## src/rtl/scs8hd_evt_pkg.sv

```systemverilog
// Shared definitions for the scs8hd_evt event synchroniser slice:
// FSM state encoding, default parameter values and a configuration check.
package scs8hd_evt_pkg;

  typedef enum logic [1:0] {
    EVT_IDLE     = 2'd0,
    EVT_DEBOUNCE = 2'd1,
    EVT_REQ      = 2'd2,
    EVT_WAIT_REL = 2'd3
  } evt_state_e;

  localparam int unsigned EVT_SYNC_STAGES_DEF = 2;
  localparam int unsigned EVT_DEB_W_DEF       = 4;
  localparam int unsigned EVT_DEB_CNT_DEF     = 8;

  // True when the parameter set is legal: at least two synchroniser flops and
  // a debounce target that fits the counter without wrapping.
  function automatic bit evt_cfg_ok(int unsigned sync_stages,
                                    int unsigned deb_w,
                                    int unsigned deb_cnt);
    bit ok;
    ok = (sync_stages >= 2) && (deb_w >= 1) && (deb_w <= 31) && (deb_cnt >= 1);
    if (ok) ok = (deb_cnt <= ((32'd1 << deb_w) - 32'd1));
    return ok;
  endfunction

endpackage

```

## src/rtl/scs8hd_evt_sync_cell.sv

```systemverilog
// One-bit synchroniser, SYNC_STAGES flops deep, cleared asynchronously by RESETB.
module scs8hd_evt_sync_cell
  import scs8hd_evt_pkg::*;
#(
  parameter int unsigned SYNC_STAGES = EVT_SYNC_STAGES_DEF
) (
  input  logic clk_i,
  input  logic rst_ni,
  input  logic d_i,
  output logic q_o
);

  logic [SYNC_STAGES-1:0] sync_q;

  // Shift the asynchronous input through the synchroniser chain.
  always_ff @(posedge clk_i or negedge rst_ni) begin
    if (!rst_ni) begin
      sync_q <= '0;
    end else begin
      sync_q <= {sync_q[SYNC_STAGES-2:0], d_i};
    end
  end

  assign q_o = sync_q[SYNC_STAGES-1];

endmodule

```

## src/rtl/scs8hd_evt_sync3.sv

```systemverilog
// Event consumer for a 3-input OR: synchronises A/B/C into CLK, debounces the
// ORed level and issues one REQ/ACK handshake per qualified assertion.
// Optional feature macro: SCS8HD_EVT_CAUSE_EN adds the CAUSE snapshot port.
module scs8hd_evt_sync3
  import scs8hd_evt_pkg::*;
#(
  parameter int unsigned SYNC_STAGES = EVT_SYNC_STAGES_DEF,
  parameter int unsigned DEB_W       = EVT_DEB_W_DEF,
  parameter int unsigned DEB_CNT     = EVT_DEB_CNT_DEF
) (
  input  logic       CLK,
  input  logic       RESETB,
  input  logic       A,
  input  logic       B,
  input  logic       C,
  input  logic       ACK,
  output logic       REQ,
  output logic       BUSY
`ifdef SCS8HD_EVT_CAUSE_EN
  ,
  output logic [2:0] CAUSE
`endif
);

  if (!evt_cfg_ok(SYNC_STAGES, DEB_W, DEB_CNT)) begin : g_cfg_err
    $error("scs8hd_evt_sync3: illegal SYNC_STAGES/DEB_W/DEB_CNT combination");
  end

  localparam logic [DEB_W-1:0] DEB_CNT_V = DEB_W'(DEB_CNT);
  localparam logic [DEB_W-1:0] CNT_ONE   = DEB_W'(1);

  logic [2:0]       sync_s;
  logic             evt_s;
  evt_state_e       state_q;
  logic [DEB_W-1:0] cnt_q;
  logic             req_q;
  logic             busy_q;

  scs8hd_evt_sync_cell #(.SYNC_STAGES(SYNC_STAGES)) u_sync_a (
    .clk_i (CLK),
    .rst_ni(RESETB),
    .d_i   (A),
    .q_o   (sync_s[0])
  );

  scs8hd_evt_sync_cell #(.SYNC_STAGES(SYNC_STAGES)) u_sync_b (
    .clk_i (CLK),
    .rst_ni(RESETB),
    .d_i   (B),
    .q_o   (sync_s[1])
  );

  scs8hd_evt_sync_cell #(.SYNC_STAGES(SYNC_STAGES)) u_sync_c (
    .clk_i (CLK),
    .rst_ni(RESETB),
    .d_i   (C),
    .q_o   (sync_s[2])
  );

  // Sources are ORed after synchronisation, so swaps among A/B/C with the OR
  // held high look like one continuous event.
  assign evt_s = |sync_s;

  // Handshake FSM with debounce counter; REQ and BUSY are registered with the
  // state they belong to.
  always_ff @(posedge CLK or negedge RESETB) begin
    if (!RESETB) begin
      state_q <= EVT_IDLE;
      cnt_q   <= '0;
      req_q   <= 1'b0;
      busy_q  <= 1'b0;
    end else begin
      case (state_q)
        EVT_IDLE: begin
          if (evt_s) begin
            state_q <= EVT_DEBOUNCE;
            cnt_q   <= CNT_ONE;
            busy_q  <= 1'b1;
          end else begin
            cnt_q   <= '0;
          end
        end
        EVT_DEBOUNCE: begin
          if (!evt_s) begin
            state_q <= EVT_IDLE;
            cnt_q   <= '0;
            busy_q  <= 1'b0;
          end else if (cnt_q == DEB_CNT_V) begin
            // Counter stays parked at the target instead of wrapping.
            state_q <= EVT_REQ;
            req_q   <= 1'b1;
          end else begin
            cnt_q   <= cnt_q + CNT_ONE;
          end
        end
        EVT_REQ: begin
          if (ACK) begin
            state_q <= EVT_WAIT_REL;
            req_q   <= 1'b0;
          end
        end
        EVT_WAIT_REL: begin
          if (!ACK && !evt_s) begin
            state_q <= EVT_IDLE;
            cnt_q   <= '0;
            busy_q  <= 1'b0;
          end
        end
        default: begin
          state_q <= EVT_IDLE;
          cnt_q   <= '0;
          req_q   <= 1'b0;
          busy_q  <= 1'b0;
        end
      endcase
    end
  end

  assign REQ  = req_q;
  assign BUSY = busy_q;

`ifdef SCS8HD_EVT_CAUSE_EN
  logic [2:0] cause_q;

  // Snapshot the synced sources on the edge that raises REQ; clear on return to IDLE.
  always_ff @(posedge CLK or negedge RESETB) begin
    if (!RESETB) begin
      cause_q <= '0;
    end else if (state_q == EVT_DEBOUNCE && evt_s && cnt_q == DEB_CNT_V) begin
      cause_q <= sync_s;
    end else if (state_q == EVT_WAIT_REL && !ACK && !evt_s) begin
      cause_q <= '0;
    end
  end

  assign CAUSE = cause_q;
`endif

endmodule

```

## config.mk

```make
export PLATFORM = sky130hd
export DESIGN_NAME = scs8hd_evt_sync3
export DESIGN_NICKNAME = d
export VERILOG_FILES = /design/src/rtl/scs8hd_evt_pkg.sv /design/src/rtl/scs8hd_evt_sync_cell.sv /design/src/rtl/scs8hd_evt_sync3.sv
export SDC_FILE = /design/constraint.sdc
export NUM_CORES = 1
export LEC_CHECK = 0
export ABC_CLOCK_PERIOD_IN_PS = 1600
export CAP_MARGIN = 0
export CORE_UTILIZATION = 51
export CTS_BUF_LIST = sky130_fd_sc_hd__clkbuf_2 sky130_fd_sc_hd__clkbuf_4 sky130_fd_sc_hd__clkbuf_8
export CTS_CLUSTER_DIAMETER = 40
export CTS_CLUSTER_SIZE = 40
export DETAILED_ROUTE_END_ITERATION = 8
export GPL_TIMING_DRIVEN = 0
export MAX_ROUTING_LAYER = met4
export PLACE_DENSITY_LB_ADDON = 0.3
export SLEW_MARGIN = 15
export SYNTH_ARGS = -nofsm -noshare
export SYNTH_HDL_FRONTEND = slang
export SYNTH_HIERARCHICAL = 1
export SYNTH_SLANG_ARGS = --single-unit
```

## constraint.sdc

```tcl
create_clock -name CLK -period 1.6 [get_ports CLK]
set_input_delay 0.16 -clock CLK [delete_from_list [all_inputs] [get_ports CLK]]
set_output_delay 0.16 -clock CLK [all_outputs]
set_load 0.02 [all_outputs]
```

* Yosys cells after proc, flatten, opt, wreduce, memory -nomap -nowiden
Cells that the tools add are included.
** Storage, ports and cells
- Register bits after elaboration :: 14
- Latch bits :: 0
- RAM bits :: 0
- Bits in read-only memories :: 0
- Input port bits :: 6
- Output and inout bits :: 2
- Word-level logic and storage cells :: 50
- Memories kept :: 0
** Operators by class
- $add $sub $neg :: 1
- Multipliers :: 0
- Divide/modulo/power cells :: 0
- Order comparisons :: 0
- Eq/ne operators :: 12
- Shift-type cells :: 0
- Muxes and demuxes :: 19
- Bitwise gates (word level) :: 0
- Reductions and logical operators :: 11
** Operator list (number)
- 4-bit two-way mux :: 3
- 2-bit inequality test, second input constant :: 6
- 4-bit case mux with 3 select lines :: 1
- 4-bit AND reduction :: 3
- 2-bit two-way mux :: 5
- 2-bit case mux with 4 select lines :: 1
- 1-bit two-way mux :: 7
- 3-bit inequality test, second input constant :: 2
- 4-bit by 1-bit adder with 4-bit output, second input constant :: 1
- 2-bit equality test, second input constant :: 2
- 4-bit equality test, second input constant :: 1
- 1-bit case mux with 3 select lines :: 1
- 3-bit AND reduction :: 1
- 3-bit nonzero test :: 1
- 3-bit OR reduction :: 1
- 2-bit by 1-bit equality test with 1-bit output, second input constant :: 1
- 1-bit logical NOT :: 2
- 2-bit logical NOT :: 1
- 1-bit case mux with 2 select lines :: 1
- 2-bit nonzero test :: 1
- 1-bit logical AND :: 1

* Longest topological paths before layout
- Word-level depth :: 5
- Gate-level depth with buffers :: 6
- Mapped depth without buffers :: 6

* By module
The synthesis kept the hierarchy.
** Modules (own cells, without submodules)
- scs8hd_evt_sync3 :: times used 1, cells an instance 63, area an instance 581.8 µm², sequential area each 200.2 µm²
- scs8hd_evt_sync_cell :: times used 3, cells an instance 2, area an instance 50.0 µm², sequential area each 50.0 µm²

* Worst setup path after synthesis
Ideal clock, no wire load.
- Kind :: flip-flop to flip-flop
- Start point :: reg u_sync_b.sync_q[1]
- End point :: reg with a tool-made name
- Setup time :: 73 ps
- Data arrival time :: 1602 ps
- Required time :: 1527 ps
- Setup slack :: -75 ps
- Stages on the path, launching flop included :: 5
- Path buffers :: 0
- Period minus slack after synthesis :: 1675 ps
- Cell sequence :: dfrtp_1 or4_4 a2111o_1 o21a_1 a21oi_2
** RTL lines
- start, declared :: line scs8hd_evt_sync_cell.sv:13 : logic [SYNC_STAGES-1:0] sync_q;
- start signal, assigned :: line scs8hd_evt_sync_cell.sv:20 : sync_q <= {sync_q[SYNC_STAGES-2:0], d_i};

==> flow_summary.ini <==
[final_layout]
layout_commonest_cell = dfrtp_1
seqCellArea_um2 = 350
final_cells = 101
drive_gt1_frac = 0.267
stdcell_area_um2 = 966
areaGrowthSynthToFinish_pct = 32.0
final_core_utilization = 0.733
num-fill-cells = 80
fin_nets = 101
final_cell_mix = 14 x dfrtp_1, 8 x buf_4, 6 x clkdlybuf4s50_1
num_antenna_cells = 0
multi_input_area_um2 = 427

[cts]
cts_tree = done
clock-root-buffer = clkbuf_4
clockBufferDepth = 2
cts_sinks = 14
cts_buffers = 3
clkSlewWorstSetupHoldPaths_ns = 0.09
htree_levels = 1
clk-insertion-delay-late_ns = 0.28

[logic_synthesis]
netlist_area_um2 = 732
ys_types = 26
syn_avg_cell_area_um2 = 10.6
seq_area_frac_synth = 0.479
yosysTopAreaCell = dfrtp_1
synth_area_leaders = dfrtp_1 48%, ha_1 12%, o21ai_0 4.1%
synth_cells = 69
syn_nets = 82
synth_top_area_share = 0.479
synth_seq_cells = 14
yosys_warnings = 6

[power_and_ir_drop]
cellLeakagePower_nw = 0.432
p_per_area_nw_per_um2 = 1590
finalPower_mw = 1.54
vdd_drop_max_mv = 0.737

[routing]
routed_wl_mm = 1.52
vias = 601
drtIter0Drc = 19
drc = 0
ant_nets = 0
dr.pass1.iters = 4
route.detailed.wl_per_inst_um = 15.1
vias_per_cell = 5.95

[place]
detailedPlace.worstSlack_ns = -0.337
dpl_cell_area_um2 = 821
hpwl_um = 906
place_congestion = 0.902
place_inst = 91
io_buffers = 7

[critical_path]
cp_data_arrival_time_ns = 1.87
worst-path-max-fanout = 3
criticalPathCategory = flip-flop to flip-flop
crit_chain = or4_4 -> a2111o_1 -> o21a_1 -> a21oi_2
crit_path_top_delay_cell = or4_4
critical_path_required_ns = 1.81
cp_slowest_stage_delay_ns = 0.53
start_kind = flip-flop
critPathCaptureType = flip-flop

[sta]
hold_viol = 0
fin_crit_sh = 1.04
fmax_ghz = 0.602
finalCriticalPeriod_ns = 1.66
worst_slack_ns = -0.0623
finClkSkew_ns = 0.00695
tightest_slew_ns = 0.614
setup_tns_ns = -0.116
finalSetupViolCount = 3
drv_slew = 0
slew_headroom = 0.590
hold_slack_ns = 0.255
rsz0062_at_grt = true

[global_routing]
grt_pass1_wl_mm = 1.99
grt_pass1_vias = 450
grt_max_degree = 15
antenna_found_initial = 0
grtUsageTotal = 0.196
grt_overflow = 0

[floorplanning]
rows = 13
dieWidth_um = 39.9
dieArea_um2 = 1590
ios = 8
die_height_um = 39.9
core_region_area_um2 = 1320
start_util = 0.556

[min_path]
hold_path_class = primary input to asynchronous set/reset pin

[run_status]
violations = negative setup slack
status = finished, violations left

[flow_run]
drv_cap = 0
cell type report:
class	instances	share of cell area
multi-input combinational	49	0.442
sequential	14	0.363
timing repair buffer	15	0.133
clock buffer	3	0.0233
inverter	5	0.0194
tap	15	0.0194
worst max-delay path, delay by kind of cell, from the launching register on:
family / cells / cell delay [ns]
simple gates: 1 / 0.53
compound gates: 3 / 0.66
flops: 1 / 0.40
timing repair:
item	CTS	global route
cloned	0	0
resized for setup	3	15
hold buffers	0	0
pin swaps	0	4
endpoints found under the setup margin	5	8
buffers inserted	2	6
flip-flops by register name (all words and copies together), names as in the netlist, named ones only:
name / count
cnt_q: 4
u_sync_c/sync_q: 2
REQ: 1
u_sync_a/sync_q: 2
BUSY: 1
state_q: 1
u_sync_b/sync_q: 2
metal layers:
metal,GRT usage,up-vias,wire (um)
li1,-,288,-
met1,0.259,279,695
met2,0.306,32,706
met3,0.0511,2,105
met4,0.0259,0,14
met5,-,-,0
logic make-up after synthesis:
kind of cell             Yosys count  share of synthesized area
AND/OR/NAND/NOR                   19                      0.149
buffers and inverters              6                     0.0308
adder cells (fa/ha/maj)            7                      0.120
AO/OA/AOI/OAI                     23                      0.222
flip-flops                        14                      0.479
synthesized netlist by cell type:
cell	instances
a2bb2oi_1	2
a21oi_2	1
and3_1	1
o2bb2ai_1	1
dfrtp_1	14
nor2b_1	3
inv_1	5
o31ai_1	1
nor4b_1	2
or4_4	1
a2111o_1	1
nor3_1	2
o31a_1	1
nor2_1	4
a21o_1	1
nor3b_1	1
clkbuf_1	1
nand3b_1	1
a211o_1	1
nand2_1	4
o311ai_0	1
o21ai_0	6
ha_1	7
o21a_1	1
a22o_1	2
a21oi_1	4
worst paths after layout:
check                                        startpoint                           end  slack (ns)  depth (start not counted)
setup / recovery           u_sync_a/sync_q[1]$_DFF_PN0_                     flip-flop       -0.06                          4
hold / removal                                   RESETB          cnt_q[2]$_DFFE_PN0P_        0.26                          1
setup reg to reg           u_sync_a/sync_q[1]$_DFF_PN0_                     flip-flop       -0.06                          4
hold reg to reg            u_sync_b/sync_q[0]$_DFF_PN0_  u_sync_b/sync_q[1]$_DFF_PN0_        0.36                          0
max in group asynchronous                        RESETB    asynchronous set/reset pin        0.94                          1
min in group CLK                                      A  u_sync_a/sync_q[0]$_DFF_PN0_        0.31                          1
report_power, final:
part	switching, mW	total, mW	internal, mW
registers	0.0713	0.504	0.433
clock network	0.114	0.201	0.0873
logic	0.406	0.834	0.427
No activity file was read; power rests on OpenSTA's default activity.
